===== src/rtl/johnson_pkg.sv =====
// rtl/johnson_pkg.sv - shared constants and next-state rule for the 3-bit Johnson counter
package johnson_pkg;

  typedef logic [2:0] jstate_t;

  localparam jstate_t RESET_STATE = 3'b000;

  // Active-low segment patterns: bit0=a ... bit6=g, bit7=dp (kept dark)
  localparam logic [7:0] SEG_0    = 8'hC0;
  localparam logic [7:0] SEG_1    = 8'hF9;
  localparam logic [7:0] SEG_3    = 8'hB0;
  localparam logic [7:0] SEG_4    = 8'h99;
  localparam logic [7:0] SEG_6    = 8'h82;
  localparam logic [7:0] SEG_7    = 8'hF8;
  localparam logic [7:0] SEG_DASH = 8'hBF;

  // 010 and 101 form a second 2-cycle ring under the plain shift rule
  function automatic logic is_legal(input jstate_t s);
    return !((s == 3'b010) || (s == 3'b101));
  endfunction

  // Shift left with inverted MSB into LSB; illegal states fall back to reset
  function automatic jstate_t johnson_next(input jstate_t s);
    if (!is_legal(s)) begin
      return RESET_STATE;
    end
    return {s[1:0], ~s[2]};
  endfunction

endpackage


===== src/rtl/seg7_decoder.sv =====
// rtl/seg7_decoder.sv - octal digit decode of a Johnson state onto active-low segments
module seg7_decoder
  import johnson_pkg::*;
(
  input  logic [2:0] value,
  output logic [7:0] seg
);

  // Legal Johnson states show their octal value; the two illegal ones show a dash
  always_comb begin
    seg = SEG_DASH;
    case (value)
      3'b000:  seg = SEG_0;
      3'b001:  seg = SEG_1;
      3'b011:  seg = SEG_3;
      3'b111:  seg = SEG_7;
      3'b110:  seg = SEG_6;
      3'b100:  seg = SEG_4;
      default: seg = SEG_DASH;
    endcase
  end

endmodule


===== src/rtl/johnson_3bit.sv =====
// rtl/johnson_3bit.sv - prescaled self-correcting 3-bit Johnson counter with 7-segment readout
module johnson_3bit
  import johnson_pkg::*;
#(
  parameter int unsigned DIV = 1
) (
  input  logic       inClk,
  input  logic       rst,
  output logic [2:0] cntr,
  output logic [7:0] Seven_Seg
);

  // DIV=1 still needs a 1-bit prescaler that simply sits at zero
  localparam int unsigned PW = (DIV > 1) ? $clog2(DIV) : 1;
  localparam logic [PW-1:0] PRE_LAST = PW'(DIV - 1);

  logic [PW-1:0] pre_cnt;
  logic          step_en;
  jstate_t       cntr_q;

  assign step_en = (pre_cnt == PRE_LAST);

  // Prescaler: count 0..DIV-1, wrapping on the step cycle
  always_ff @(posedge inClk or negedge rst) begin
    if (!rst) begin
      pre_cnt <= '0;
    end else if (step_en) begin
      pre_cnt <= '0;
    end else begin
      pre_cnt <= pre_cnt + PW'(1);
    end
  end

  // Johnson shift register: advance only on step cycles, otherwise hold
  always_ff @(posedge inClk or negedge rst) begin
    if (!rst) begin
      cntr_q <= RESET_STATE;
    end else if (step_en) begin
      cntr_q <= johnson_next(cntr_q);
    end
  end

  assign cntr = cntr_q;

  seg7_decoder u_seg7_decoder (
    .value (cntr_q),
    .seg   (Seven_Seg)
  );

endmodule


===== config.mk =====
export PLATFORM = sky130hd
export DESIGN_NAME = johnson_3bit
export DESIGN_NICKNAME = d
export VERILOG_FILES = /design/src/rtl/johnson_pkg.sv /design/src/rtl/seg7_decoder.sv /design/src/rtl/johnson_3bit.sv
export SDC_FILE = /design/constraint.sdc
export NUM_CORES = 1
export LEC_CHECK = 0
export ABC_AREA = 0
export CAP_MARGIN = 20
export CORE_AREA = 2 2 39 41
export DETAILED_ROUTE_END_ITERATION = 16
export DIE_AREA = 0 0 41 43
export HOLD_SLACK_MARGIN = 0.08
export PLACE_DENSITY = 0.53
export SETUP_SLACK_MARGIN = 0.2
export SLEW_MARGIN = 10
export SYNTH_ARGS = -nofsm -noshare
export SYNTH_HDL_FRONTEND = slang
export SYNTH_SLANG_ARGS = --single-unit
export TNS_END_PERCENT = 30

===== constraint.sdc =====
create_clock -name inClk -period 0.8 [get_ports inClk]
set_input_delay 0.08 -clock inClk [delete_from_list [all_inputs] [get_ports inClk]]
set_output_delay 0.08 -clock inClk [all_outputs]
set_load 0.005 [all_outputs]

==> metrics.yaml <==
critical_path:
  cp.required_ns: 0.72
  cp_slowest_cell: "dfrtp_2"
  max_stage_delay_ns: 0.45
  worst_r2r_path_depth: 4
  cp_cell_sequence: "buf_4, nor3_4, nor2_1, buf_2"
  critPathBufInv: 2
  cp_data_arrival_time_ns: 1.18
  cp_top_family: "flip-flops"
  r2r_end: "cntr[1]"
  worst_setup_path_start_kind: "flip-flop"
  critPathKind: "flip-flop to output pin"
  critPathCaptureType: "output pin"
  rr_startpoint: "cntr[1]"
  reg2reg_slack_ns: -0.16
  critPathMaxFanout: 6
run:
  maxCapViolCount: 0
power:
  p_leak_nw: 0.223
  power.density_nw_per_um2: 849
  switching_share_pct: 20.1
  comb_power_share_pct: 1.8
  seq_power_share_pct: 35.4
  ir_drop_uv: 647
  p_total_uw: 430
  p_sw_uw: 86.3
  pwr-share-clk_pct: 62.7
  p_int_uw: 344
clock_tree:
  cts_buffers: 3
  cts.htree.levels: 1
  clk_pin_slew_ns: 0.04
  cts.sinks: 3
  cts_tree: "yes"
  clock_path_buffers: 2
  insertion_delay_ns: 0.23
  cts-root-buf: "clkbuf_4"
cells_and_area:
  n_antenna_cell: 0
  largest_reg_flops: 3
  nets: 55
  area_delta_synth_final_pct: 134
  drive_gt1_share_pct: 78.8
  register_area_um2: 78.8
  fillerInstances: 149
  utilization_pct: 36.6
  final_cells: 68
  multi_input_area_um2: 158
  mostFrequentLayoutCell: "buf_6"
  mostFrequentLayoutCells: "10 x buf_6, 7 x buf_2, 6 x buf_4"
routing:
  first_pass_iters: 2
  drtIter0Drc: 1
  drc: 0
  postRouteAntennaNets: 0
  vias_per_cell: 3.99
  num_vias: 271
  wirelength_um: 699
  wl_per_cell_um: 10.3
timing:
  fmax_ghz: 0.792
  setup_viol: 13
  post-route-period-util_pct: 158
  setup_slack_ns: -0.462
  slew_violations: 0
  setup_tns_ns: -3.93
  finClkSkew_ns: 0.00365
  final_hold_viol_count: 0
  rsz0062_at_grt: "true"
  period_needed_ns: 1.26
synthesis:
  seq_area_frac_synth_pct: 34.7
  ys_warn_count: 0
  ys_ff_latch: 3
  syn_area_um2: 216
  synth_cells: 24
  synth.distinct_cells: 17
  synth_area_per_cell_um2: 9.02
  syn_nets: 26
global_route:
  antenna_found_initial: 0
  grt_pass1_wl_mm: 1.29
  top_usage_layer: "met2"
  grt_pass1_vias: 323
  track_usage_pct: 11.1
  use_met2_pct: 17.2
  grt_start_max_net_pins: 7
  gr-usage-met3_pct: 3.14
  met1_usage_pct: 12.9
  grt_overflow: 0
die:
  die_y_um: 43
  dieArea_um2: 1760
  io_pins: 13
  initial_core_util_pct: 15.6
  dieWidth_um: 41
  rows: 14
  coreArea_um2: 1380
status:
  outcome: "complete, but fails checks"
  violations: "negative setup slack"
place:
  gp_congestion: 0.724
  place_inst: 52
  dp_hpwl_um: 387
  dp_slack_ns: -0.652
  portBuffers: 11
hold_path:
  hp-class: "primary input to asynchronous set/reset pin"
[routing by layer]
layer  share of wire [%]  vias up
li1                    -      133
met1                  41      125
met2                  53       11
met3                 4.4        2
met4                 2.0        0
met5                   0        -
[power groups by stage]
stage	logic, mW	registers, mW	clock network [mW]
2_1_floorplan	0.00456	0.155	0
3_3_place_gp	0.00818	0.155	0
3_5_place_dp	0.00834	0.155	0
4_1_cts	0.00833	0.153	0.272
5_1_grt	0.00922	0.152	0.309
6_report	0.00790	0.152	0.270
[cells by family after synthesis]
group	count (synthesis)	share of synthesized area [%]
buffers and inverters	4	15.6
other	1	1.73
DFF	3	34.7
muxes	1	4.62
xor gates and xnor gates	1	7.52
AOI/OAI and AO/OA	5	15.0
and+or+nand+nor	9	20.8
[Yosys cell counts]
cell type,number,area [um2]
dfrtp_1,3,75.1
nand2_1,3,11.3
a21oi_1,2,10.0
buf_6,2,22.5
nor2_1,2,7.51
a21oi_2,1,8.76
and3b_1,1,8.76
buf_4,1,7.51
conb_1,1,3.75
inv_2,1,3.75
mux2i_1,1,10.0
nand2b_1,1,6.26
nor2b_1,1,6.26
nor3_1,1,5.00
o21a_1,1,7.51
o22ai_1,1,6.26
xnor2_2,1,16.3
[per-stage QoR]
step | instance area, um2 | hold WS [ns]
after global routing | 507 | 0.0258
after detailed placement | 347 | 0.278
final | 507 | 0.0242
after global placement | 347 | 0.275
after CTS | 493 | 0.0312
after floorplan | 216 | -0.216
[timing repair]
action / 4_1_cts / 5_1_grt
setup buffers: 12 / 0
resized for setup: 51 / 9
setup endpoints to repair: 13 / 13
hold endpoints to repair: 3 / 3
pin swaps: 5 / 1
[final cells by class]
cell class	count	share of cell area (%)
clock buffers	4	5.19
inverters	1	1.23
multi-input cells	17	31.1
flip-flops and latches	3	15.6
well taps	16	3.95
repair buffers	27	43.0
[worst register-to-register path: cells and delay by family (launching register included)]
kind / cells / cell delay, ns
AND/OR/NAND/NOR: 2 / 0.14
flip-flops: 1 / 0.45
buffers and inverters: 2 / 0.26
[worst max-delay path by stage]
stage,start,end,slack (ns),depth (start not counted)
global placement,cntr[2],Seven_Seg[2],-0.60,3
detailed placement,cntr[1],Seven_Seg[2],-0.65,3
global route,cntr[1],Seven_Seg[0],-0.53,4
floorplan,cntr[1],Seven_Seg[3],-0.07,3
CTS,cntr[0],Seven_Seg[0],-0.45,4
finish,cntr[1],Seven_Seg[0],-0.46,4
Note: power is estimated with default switching activity, not from simulation.
